**config.mk**
```make
export PLATFORM = sky130hd
export DESIGN_NAME = ifetch_line_buffer
export DESIGN_NICKNAME = d
export VERILOG_FILES = /design/src/rtl/ifetch_line_buffer.sv
export SDC_FILE = /design/constraint.sdc
export NUM_CORES = 1
export LEC_CHECK = 0
export ABC_CLOCK_PERIOD_IN_PS = 3520
export CAP_MARGIN = 20
export CELL_PAD_IN_SITES_DETAIL_PLACEMENT = 2
export CELL_PAD_IN_SITES_GLOBAL_PLACEMENT = 2
export CORE_ASPECT_RATIO = 0.75
export CORE_MARGIN = 2
export CORE_UTILIZATION = 37
export CTS_BUF_LIST = sky130_fd_sc_hd__clkbuf_8
export CTS_CLUSTER_DIAMETER = 150
export CTS_CLUSTER_SIZE = 40
export DETAILED_ROUTE_END_ITERATION = 7
export PLACE_DENSITY = 0.85
export REMOVE_ABC_BUFFERS = 1
export SETUP_SLACK_MARGIN = 0.5
export SKIP_LAST_GASP = 1
export SLEW_MARGIN = 20
export SYNTH_ARGS = -nofsm -noshare
export SYNTH_HDL_FRONTEND = slang
export SYNTH_SLANG_ARGS = --single-unit
```
**constraint.sdc**
```tcl
create_clock -name clk -period 3.52 [get_ports clk]
set_clock_uncertainty 0.2 [all_clocks]
set_input_delay 0.352 -clock clk [delete_from_list [all_inputs] [get_ports clk]]
set_output_delay 0.352 -clock clk [all_outputs]
set_load 0.05 [all_outputs]
```
**src/rtl/ifetch_line_buffer.sv**
```systemverilog
// Single-line instruction buffer: serves 32-bit words to fetch from one cached
// line and refills that line over the start/rdy instruction-memory protocol.
module ifetch_line_buffer #(
    parameter int ADDR_WIDTH = 32,
    parameter int LINE_BYTES = 16,
    parameter int CNT_WIDTH  = 16
) (
    input  logic                    clk,
    input  logic                    reset,
    input  logic [ADDR_WIDTH-1:0]   pc,
    input  logic                    pc_valid,
    input  logic                    flush,
    output logic [31:0]             instr,
    output logic                    instr_valid,
    output logic                    misaligned,
    output logic                    busy,
    output logic [CNT_WIDTH-1:0]    miss_count,
    output logic                    imem_read_start,
    output logic [ADDR_WIDTH-1:0]   imem_read_addr,
    input  logic [LINE_BYTES*8-1:0] imem_read_data,
    input  logic                    imem_read_rdy
);
    localparam int OFF_W  = $clog2(LINE_BYTES);
    localparam int TAG_W  = ADDR_WIDTH - OFF_W;
    localparam int LINE_W = LINE_BYTES * 8;

    typedef enum logic [1:0] {IDLE, REQ, DRAIN} state_e;

    state_e                state_q, state_d;
    logic                  line_valid_q, line_valid_d;
    logic [TAG_W-1:0]      tag_q, tag_d;
    logic [LINE_W-1:0]     line_q, line_d;
    logic [31:0]           instr_q, instr_d;
    logic                  instr_valid_q, instr_valid_d;
    logic                  misaligned_q, misaligned_d;
    logic                  start_q, start_d;
    logic [ADDR_WIDTH-1:0] addr_q, addr_d;
    logic [CNT_WIDTH-1:0]  cnt_q, cnt_d;

    logic [TAG_W-1:0]      pc_tag;
    logic                  hit;

    // Little-endian word pick: word k occupies bits [32k+31:32k] of the line.
    function automatic logic [31:0] sel_word(input logic [LINE_W-1:0]     l,
                                             input logic [ADDR_WIDTH-1:0] a);
        logic [ADDR_WIDTH-1:0] widx;
        logic [LINE_W-1:0]     sh;
        widx = (a & ADDR_WIDTH'(LINE_BYTES - 1)) >> 2;
        sh   = l >> {widx, 5'b0};
        return sh[31:0];
    endfunction

    assign pc_tag = pc[ADDR_WIDTH-1:OFF_W];
    assign hit    = line_valid_q && (tag_q == pc_tag);

    always_comb begin
        state_d       = state_q;
        line_valid_d  = line_valid_q;
        tag_d         = tag_q;
        line_d        = line_q;
        instr_d       = instr_q;
        instr_valid_d = 1'b0;
        misaligned_d  = 1'b0;
        start_d       = start_q;
        addr_d        = addr_q;
        cnt_d         = cnt_q;
        case (state_q)
            IDLE: begin
                if (flush) begin
                    line_valid_d = 1'b0;
                end else if (pc_valid) begin
                    if (pc[1:0] != 2'b00) begin
                        misaligned_d = 1'b1;
                    end else if (hit) begin
                        instr_d       = sel_word(line_q, pc);
                        instr_valid_d = 1'b1;
                    end else begin
                        start_d = 1'b1;
                        addr_d  = {pc_tag, {OFF_W{1'b0}}};
                        if (cnt_q != '1) cnt_d = cnt_q + 1'b1;
                        state_d = REQ;
                    end
                end
            end
            REQ: begin
                if (imem_read_rdy) begin
                    start_d = 1'b0;
                    state_d = IDLE;
                    if (flush) begin
                        line_valid_d = 1'b0;
                    end else begin
                        // Tag from the issued address; word from the pc seen now.
                        line_d        = imem_read_data;
                        tag_d         = addr_q[ADDR_WIDTH-1:OFF_W];
                        line_valid_d  = 1'b1;
                        instr_d       = sel_word(imem_read_data, pc);
                        instr_valid_d = 1'b1;
                    end
                end else if (flush) begin
                    line_valid_d = 1'b0;
                    state_d      = DRAIN;
                end
            end
            DRAIN: begin
                if (imem_read_rdy) begin
                    start_d      = 1'b0;
                    line_valid_d = 1'b0;
                    state_d      = IDLE;
                end
            end
            default: state_d = IDLE;
        endcase
    end

    always_ff @(posedge clk or negedge reset) begin
        if (!reset) begin
            state_q       <= IDLE;
            line_valid_q  <= 1'b0;
            tag_q         <= '0;
            line_q        <= '0;
            instr_q       <= '0;
            instr_valid_q <= 1'b0;
            misaligned_q  <= 1'b0;
            start_q       <= 1'b0;
            addr_q        <= '0;
            cnt_q         <= '0;
        end else begin
            state_q       <= state_d;
            line_valid_q  <= line_valid_d;
            tag_q         <= tag_d;
            line_q        <= line_d;
            instr_q       <= instr_d;
            instr_valid_q <= instr_valid_d;
            misaligned_q  <= misaligned_d;
            start_q       <= start_d;
            addr_q        <= addr_d;
            cnt_q         <= cnt_d;
        end
    end

    assign instr           = instr_q;
    assign instr_valid     = instr_valid_q;
    assign misaligned      = misaligned_q;
    assign busy            = (state_q != IDLE);
    assign miss_count      = cnt_q;
    assign imem_read_start = start_q;
    assign imem_read_addr  = addr_q;
endmodule

```
=== Yosys cells after proc, flatten, opt, wreduce, memory -nomap -nowiden ===
Index checks and enable logic that the tools add are counted.

* Add/sub/neg operators: 1
* Reduce and logical (&&, ||, !) cells: 15
* Bitwise operators: 3
* Eq/ne operators: 14
* Mux-type cells: 35
* Shifts and indexed selects: 2

{| class="wikitable"
|+ Operators with widths
! kind !! count
|-
| $shr A128 B7 Y32 || 2
|-
| $mux W32 || 6
|-
| $pmux W32 S2 || 1
|-
| $eq A28 B28 Y1 || 1
|-
| $reduce_and A6 Y1 || 3
|-
| $mux W1 || 17
|-
| $add A16 B1 Y16 const B || 1
|-
| $ne A16 B16 Y1 const B || 1
|-
| $ne A2 B2 Y1 const B || 8
|-
| $mux W2 || 7
|-
| $reduce_bool A2 Y1 || 4
|-
| $reduce_and A7 Y1 || 1
|-
| $pmux W2 S3 || 1
|-
| $reduce_and A5 Y1 || 1
|-
| $pmux W1 S2 || 2
|-
| $ne A3 B3 Y1 const B || 1
|-
| $not A1 Y1 || 3
|-
| $pmux W1 S3 || 1
|-
| $reduce_and A3 Y1 || 1
|-
| $reduce_bool A3 Y1 || 1
|-
| $eq A2 B1 Y1 const B || 1
|-
| $eq A2 B2 Y1 const B || 1
|-
| $logic_not A2 Y1 || 1
|-
| $ne A2 B1 Y1 const B || 1
|-
| other kinds (3) || 3
|}

* Output and inout bits: 84
* Logic and storage cells: 80
* Register bits: 238
* Bits of input ports: 165

=== Longest topological paths before layout ===
Gate-level depths: netlist (run 1).

* Word-level depth: 7
* Mapped depth: 8
* Mapped depth without buffers: 8

=== Worst setup path before layout (run 1) ===
Ideal clock, no wire load.

* Path type: register -> register
* From: reg state_q[1]
* To: reg instr_q[5], in the netlist instr[5]
* Library setup time: 0.127 ns
* Required time: 3.193 ns
* Slack: 0.981 ns
* Path buffers: 2
* Arrival: 2.212 ns
* Cell stages (with the launch flop): 8
* Clock period less this slack: 2.539 ns
* Path through: dfrtp_1 > inv_1 > ha_1 > buf_2 > buf_2 > mux4_2 > mux2_2 > mux2_1

* Word-level cells in the longest chain between the ends: 3
* Elaborated cells on any way between the ends: 11
* Those cells by class: 7 x eq/ne; 1 x mux; 3 x reduce/logical

{| class="wikitable"
|+ Ends and longest elaborated chain
! what !! RTL line !! RTL
|-
| start: declaration || 29 || <nowiki>state_e state_q, state_d;</nowiki>
|-
| start signal: assignment || 128 || <nowiki>state_q <= state_d;</nowiki>
|-
| $eq A2 B1 Y1 / $logic_not A2 Y1 (equally long branches) || 67 || <nowiki>case (state_q)</nowiki>
|-
| $ne A2 B2 Y1 (no line) / $reduce_bool A2 Y1 (equally long branches) || n/a ||
|-
| $reduce_and A7 Y1 (no line) || n/a ||
|-
| end signal: assignment || 132 || <nowiki>instr_q <= instr_d;</nowiki>
|-
| end: declaration || 33 || <nowiki>logic [31:0] instr_q, instr_d;</nowiki>
|}

Parallel ways exist; a longest one is shown, timed or not.
A chain may end at the register's enable or synchronous reset.

=== Final worst setup path (run 1) ===
* From: reg state_q[1]
* To: reg addr_q[29], in the netlist imem_read_addr[29]

* Word-level cells in the longest chain between the ends: 2

{| class="wikitable"
|+ Ends and longest elaborated chain
! what !! RTL line !! RTL
|-
| $logic_not A2 Y1 || 67 ||
|-
| $reduce_and A5 Y1 (no line) || n/a ||
|-
| end signal: assignment || 136 || <nowiki>addr_q <= addr_d;</nowiki>
|-
| end: declaration || 37 || <nowiki>logic [ADDR_WIDTH-1:0] addr_q, addr_d;</nowiki>
|}

Every way passes these cells.

==> impl_metrics.py, run 1 <==
metrics = {
    "logic_synthesis": {
        "ys_seq_elements": 238,
        "synth_cell_type_count": 38,
        "ys_seq_area_share_pct": 52.10,
        "synth_top_cell_by_area": "dfrtp_1",
        "synthCells": 741,
        "netlist_area_mm2": 0.01143,
        "ys.flop_type": "dfrtp_1",
        "yosysWarnings": 0,
        "synth_edf_count": 0,
        "synth_top_area_share_pct": 52.10,
        "syn_avg_cell_area_um2": 15.43,
        "async_reset_ff_share_pct": 100.0,
        "synth_area_leaders": "dfrtp_1 52%, mux2_2 24%, mux4_2 13%",
    },
    "setup_path": {
        "reg2reg_depth": 6,
        "critical_path_buf_inv_count": 2,
        "critical_path.max_stage_delay_ps": 500,
        "worst_ep_arrival_time_ps": 3060,
        "end_kind": "register",
        "crit_type": "register to register",
        "crit_chain": "inv_1 > ha_1 > nand2_1 > a21oi_4 > buf_12 > mux2_2",
        "rrSetupSlack_ps": 710,
        "reg2reg_from": "state_q[1]$_DFFE_PN0P_",
        "crit_family": "flip-flops",
        "crit_required_ps": 3770,
        "r2r_end": "imem_read_addr[29]$_DFFE_PN0P_",
        "cp_max_fo": 25,
        "startpoint_type": "register",
        "slowest_stage": "dfrtp_1",
    },
    "finish": {
        "nets": 1134,
        "drive_above_1_share_pct": 36.03,
        "utilization_pct": 48.00,
        "syn_to_final_growth_pct": 27.16,
    },
    "power_and_ir_drop": {
        "vdd_drop_max_v": 0.0003914,
        "leakage_uw": 0.005917,
        "p_per_area_mw_per_mm2": 783.7,
    },
    "placement": {
        "hpwl_um": 22910,
        "gp_congestion": 0.7367,
        "preCtsSetupSlack_ps": 343.9,
        "io_buffers": 244,
    },
    "detailed_routing": {
        "drtAntennaViolNets": 0,
        "routed_wl_um": 31460,
        "num_vias": 7138,
        "routedWlPerCell_um": 23.06,
        "vias_per_cell": 5.233,
        "drcViolationCount": 0,
        "firstDrtPassIters": 4,
        "drt_iter0_drc": 214,
    },
    "cts": {
        "clockBufferDepth": 3,
        "cts_max_level": 1,
        "tritoncts": "built",
        "clk_latency_ps": 560,
        "cts_setup_buffers": 0,
        "cts.sinks": 238,
        "cts-buffers-inserted": 9,
        "root_buffer": "clkbuf_8",
        "clk_pin_slew_worst_paths_ps": 250,
    },
    "floorplan": {
        "rows": 55,
        "coreArea_mm2": 0.03028,
        "dieHeight_um": 156.2,
        "io_pins": 249,
        "die_x_um": 207.0,
        "start_util_pct": 37.75,
        "fp.dieArea_mm2": 0.03233,
    },
    "sta": {
        "final-max-slew-violation-count": 0,
        "hold_viol": 0,
        "fmax_ghz": 0.3553,
        "setup_viol": 0,
        "worst_pin_slew_ps": 1013,
        "maxSlewHeadroom_pct": 32.44,
        "setup_ws_ps": 705.3,
        "grt_setup_unrepaired": "no",
        "timing.final.crit_share_pct": 79.96,
        "post-route-min-period_ps": 2815,
    },
    "min_path": {
        "holdCritPathClass": "primary input to async pin",
    },
    "job": {
        "drv_cap": 0,
    },
    "grt": {
        "grtUsageTotal_pct": 19.61,
        "grt_overflow": 0,
        "grt_pass1_wl_um": 48850,
        "grt_pass1_vias": 8258,
        "antenna_found_initial": 5,
        "grt_max_degree": 69,
    },
    "status": {
        "status": "finished, final reports clean",
    },
}
## worst register-to-register path, cell delays in order (launching register included)
cell	delay, ps
dfrtp_1	500
inv_1	150
ha_1	450
nand2_1	270
a21oi_4	500
buf_12	270
mux2_2	390
## logic make-up (layout without fill, tap and decap cells)
| family | after synthesis | in the layout | share of synthesized area, % |
|---|---|---|---|
| adder cells (fa/ha/maj) | 5 | 5 | 0.5473 |
| AO/OA/AOI/OAI | 14 | 14 | 0.8101 |
| XOR/XNOR | 42 | 42 | 3.218 |
| other | 1 | 6 | 0.03281 |
| AND/OR/NAND/NOR | 72 | 72 | 3.733 |
| flip-flops | 238 | 238 | 52.10 |
| buffers and inverters | 54 | 273 | 2.233 |
| multiplexers | 315 | 315 | 37.32 |
## metal layers
layer	GRT usage, %	wire length [um]	part of all wire (%)	vias up
li1	-	-	-	3174
met1	25.69	13500	43	3817
met2	34.62	16100	51	123
met3	3.665	1400	4.5	22
met4	2.668	446	1.4	2
met5	0	13	0.041	-
## synthesized netlist by cell type (2+ instances only)
library cell,number
xnor2_1,42
o21ai_0,5
dfrtp_1,238
and4_1,2
buf_6,3
mux2_1,2
nor2_1,7
inv_1,4
and2_1,3
or2_2,2
and3_1,7
nand3_1,6
mux2_2,248
ha_1,5
nand4_1,18
clkbuf_1,30
buf_4,4
a21oi_1,4
nor2b_1,2
nand4b_1,3
mux4_2,64
nand2_1,14
nand2b_1,2
buf_2,12
## how the worst max path moves through the flow
stage | start | endpoint | slack, ps | cells after the start
after global routing | state_q[0]$_DFFE_PN0P_ | busy | 530 | 4
after floorplan | state_q[1]$_DFFE_PN0P_ | line_q[0]$_DFFE_PN0P_ | -3980 | 5
after detailed placement | pc[10] | instr[3]$_DFFE_PN0P_ | 340 | 8
final | state_q[1]$_DFFE_PN0P_ | imem_read_addr[29]$_DFFE_PN0P_ | 710 | 6
after CTS | state_q[0]$_DFFE_PN0P_ | busy | 680 | 4
after global placement | pc[7] | instr[12]$_DFFE_PN0P_ | 450 | 8
## final cells by class
class,instances,area [um^2]
Inverter,4,15.01
Multi-Input combinational cell,452,5259
Clock buffer,10,137.6
Fill cell,2850,15740
Antenna cell,2,5.005
Tap cell,399,499.2
Sequential cell,238,5956
Timing Repair Buffer,259,2664
## registers in the layout (all words and copies together), names as in the netlist
| name | cells |
|---|---|
| line_q | 128 |
| instr | 32 |
| imem_read_addr | 28 |
| tag_q | 28 |
| miss_count | 16 |
| state_q | 2 |
| imem_read_start | 1 |
| instr_valid | 1 |
| line_valid_q | 1 |
| misaligned | 1 |
## repair_timing
action | 4_1_cts | 5_1_grt
hold endpoints to repair | 206 | 0
gates resized for setup | 1 | 0
hold buffers | 1 | 0
setup endpoints to repair | 1 | 0
## where the power goes
part | switching (uW) | total (uW) | internal, uW
Clock | 819 | 1080 | 259
Combinational | 2760 | 5630 | 2870
Sequential | 747 | 4690 | 3940
Total | 4320 | 11400 | 7070
## cell usage in the layout, fill, tap and decap left out, drive strengths merged, types with 2 or more instances in the layout
cell type and instances:
nand4 18, buf 17, or2 2, nand2b 2, a21oi 6, dfrtp 238
nand4b 3, nand3 6, inv 4, conb 4, clkdlybuf4s50 240, and2 3
mux2 250, nor4 3, ha 5, xnor2 42, o21ai 5, clkbuf 10
mux4 64, nor2 7, and3 7, nand2 14, nor2b 2, and4 2
diode 2
## through the flow
stage               total power, uW  area (um^2)  hold slack [ps]  cells  TNS (ps)
floorplan                      8542        11200           -143.6    694   -669850
global placement              10100        14380            130.4   1351         0
detailed placement            10470        14380            133.7   1351         0
CTS                           11560        14530            97.12   1362         0
global route                  12070        14530            95.15   1362         0
finish                        11390        14540            92.56   1364         0
(Power assumes the default switching activity.)
==> run 2: changes to the inputs <==
ABC_CLOCK_PERIOD_IN_PS = 2600   (was 3520)
clock period = 2.6 ns   (was 3.52 ns; I/O delays follow)
==> run 2 against run 1 <==
Via count grew 5.0%. Largest power group unchanged. Cell count grew 4.0%. Count of clock-buffer cells in the layout is the same. Highest routed layer unchanged. Sequential share of layout area shrank 2.9 points. Combinational power grew 54%. Final area grew 7.6%. Critical endpoint is now instr[27]$_DFFE_PN0P_. Non-clock buffer count grew 55. Worst setup slack lost 610 ps. Utilization grew 3.7 points. Global-route usage grew 2.6 points. Largest cell class unchanged. Worst hold slack gained 5.5 ps.
==> impl_metrics.py, run 2 (synthesized netlist as in run 1, its figures left out) <==
metrics = {
    "floorplan": {
        "start_util_pct": 37.75,
        "rows": 55,
        "die_x_um": 207.0,
        "coreArea_mm2": 0.03028,
        "fp.dieArea_mm2": 0.03233,
        "io_pins": 249,
        "dieHeight_um": 156.2,
    },
    "detailed_routing": {
        "vias_per_cell": 5.287,
        "drt_iter0_drc": 288,
        "routed_wl_um": 35300,
        "drcViolationCount": 0,
        "num_vias": 7497,
        "firstDrtPassIters": 4,
        "routedWlPerCell_um": 24.89,
        "drtAntennaViolNets": 0,
    },
    "cts": {
        "root_buffer": "clkbuf_8",
        "cts_max_level": 1,
        "cts.sinks": 238,
        "clk_pin_slew_worst_paths_ps": 250,
        "tritoncts": "built",
        "clk_latency_ps": 550,
        "cts-buffers-inserted": 9,
        "clockBufferDepth": 3,
    },
    "finish": {
        "top_register": "line_q",
        "largest_reg_flops": 128,
        "nFillCells": 2750,
        "final_common_cell": "dfrtp_1",
        "multi_input_area_mm2": 0.005625,
        "seq_area_mm2": 0.005957,
        "final_cell_mix": "237 x dfrtp_1, 221 x mux2_2, 209 x clkdlybuf4s50_1",
        "drive_above_1_share_pct": 43.32,
        "syn_to_final_growth_pct": 36.84,
        "nets": 1189,
    },
    "job": {
        "drv_cap": 0,
    },
    "setup_path": {
        "r2r_end": "instr[27]$_DFFE_PN0P_",
        "crit_type": "register to register",
        "crit_end": "instr[27]$_DFFE_PN0P_",
        "end_kind": "register",
        "crit_start": "tag_q[0]$_DFFE_PN0P_",
        "worst_ep_arrival_time_ps": 2760,
        "reg2reg_from": "tag_q[0]$_DFFE_PN0P_",
        "reg2reg_depth": 9,
        "rrSetupSlack_ps": 90,
        "crit_required_ps": 2860,
        "cp_max_fo": 7,
        "startpoint_type": "register",
    },
    "power_and_ir_drop": {
        "vdd_drop_max_v": 0.0007475,
        "power.total_uw": 16600,
        "p_per_area_mw_per_mm2": 1061,
        "leakage_uw": 0.006649,
    },
    "sta": {
        "grt_setup_unrepaired": "yes",
        "maxSlewHeadroom_pct": 37.73,
        "fmax_ghz": 0.3992,
        "timing.final.crit_share_pct": 96.35,
        "setup_ws_ps": 94.90,
        "final-max-slew-violation-count": 0,
        "setup_viol": 0,
        "worst_pin_slew_ps": 930.9,
        "hold_viol": 0,
        "post-route-min-period_ps": 2505,
    },
    "grt": {
        "grt_pass1_wl_um": 54340,
        "grt_max_degree": 63,
        "grt_overflow": 0,
        "grtUsageTotal_pct": 22.18,
        "grt_pass1_vias": 8849,
        "antenna_found_initial": 4,
    },
    "min_path": {
        "holdCritPathClass": "primary input to async pin",
    },
    "status": {
        "status": "finished, final reports clean",
    },
    "placement": {
        "preCtsSetupSlack_ps": -385.9,
        "hpwl_um": 24340,
        "io_buffers": 244,
        "gp_congestion": 0.7646,
    },
}
## run 2: cell types whose count changed in the layout (fill, tap and decap cells not counted), sizes merged
cell,change
dlymetal6s2s,+2
bufbuf,+1
clkdlybuf4s50,-31
diode,-1
dlygate4sd2,+26
clkdlybuf4s15,+2
clkbuf,+1
buf,+53
dlygate4sd3,+1
## run 2: worst min-delay path by stage
stage	start	to	depth (start not counted)
global route	reset	imem_read_addr[15]$_DFFE_PN0P_	3
CTS	reset	tag_q[20]$_DFFE_PN0P_	3
detailed placement	reset	imem_read_addr[15]$_DFFE_PN0P_	1
global placement	reset	imem_read_addr[15]$_DFFE_PN0P_	1
floorplan	reset	imem_read_addr[10]$_DFFE_PN0P_	0
finish	reset	tag_q[5]$_DFFE_PN0P_	3
## run 2: repair_timing
action                     in CTS  in global routing
pin swaps                      14                 13
resized for setup             110                 26
setup buffers                  13                  5
setup endpoints to repair     308                305
hold endpoints to repair      238                  0
hold buffers                    3                  0
gates cloned                    6                  1
## run 2: through the flow
stage	TNS, ps	instance area, um^2	hold WS (ps)	utilization (%)	std cells
2_1_floorplan	-853080	11200	-235.6	-	694
3_3_place_gp	-7398	14690	27.16	48.52	1379
3_5_place_dp	-16280	14690	27.77	48.52	1379
4_1_cts	0	15430	70.53	50.97	1411
5_1_grt	-118.0	15640	82.11	51.66	1418
6_report	0	15640	98.09	51.66	1418
## run 2: report_power, final
group | leakage (uW) | total, uW | internal, uW | switching [uW]
combinational | 0.00363 | 8680 | 4600 | 4080
clock | 0.0000719 | 1450 | 350 | 1100
sequential | 0.00295 | 6460 | 5340 | 1130
## run 2: layout make-up
| cell class | instances | share of cell area (%) |
|---|---|---|
| multi-input combinational | 452 | 35.96 |
| timing repair buffer | 314 | 21.74 |
| inverter | 4 | 0.1280 |
| clock buffer | 10 | 0.8799 |
| sequential | 238 | 38.08 |
| antenna | 1 | 0.01600 |
| tap | 399 | 3.191 |
## run 2: worst max-delay path, stage by stage, from the launching register on
cell	delay, ps
dfrtp_1	480
xnor2_2	190
nand4_1	190
nor4_4	290
buf_4	200
nand3_4	80
a21oi_4	150
buf_6	170
buf_12	150
mux2_4	310
## run 2: layer usage
metal	part of all wire, %	up-vias	GRT usage [%]
met5	0.031	-	0
met4	1.4	2	3.377
met3	4.1	29	3.686
met2	52	145	38.81
met1	43	4022	29.56
li1	-	3299	-
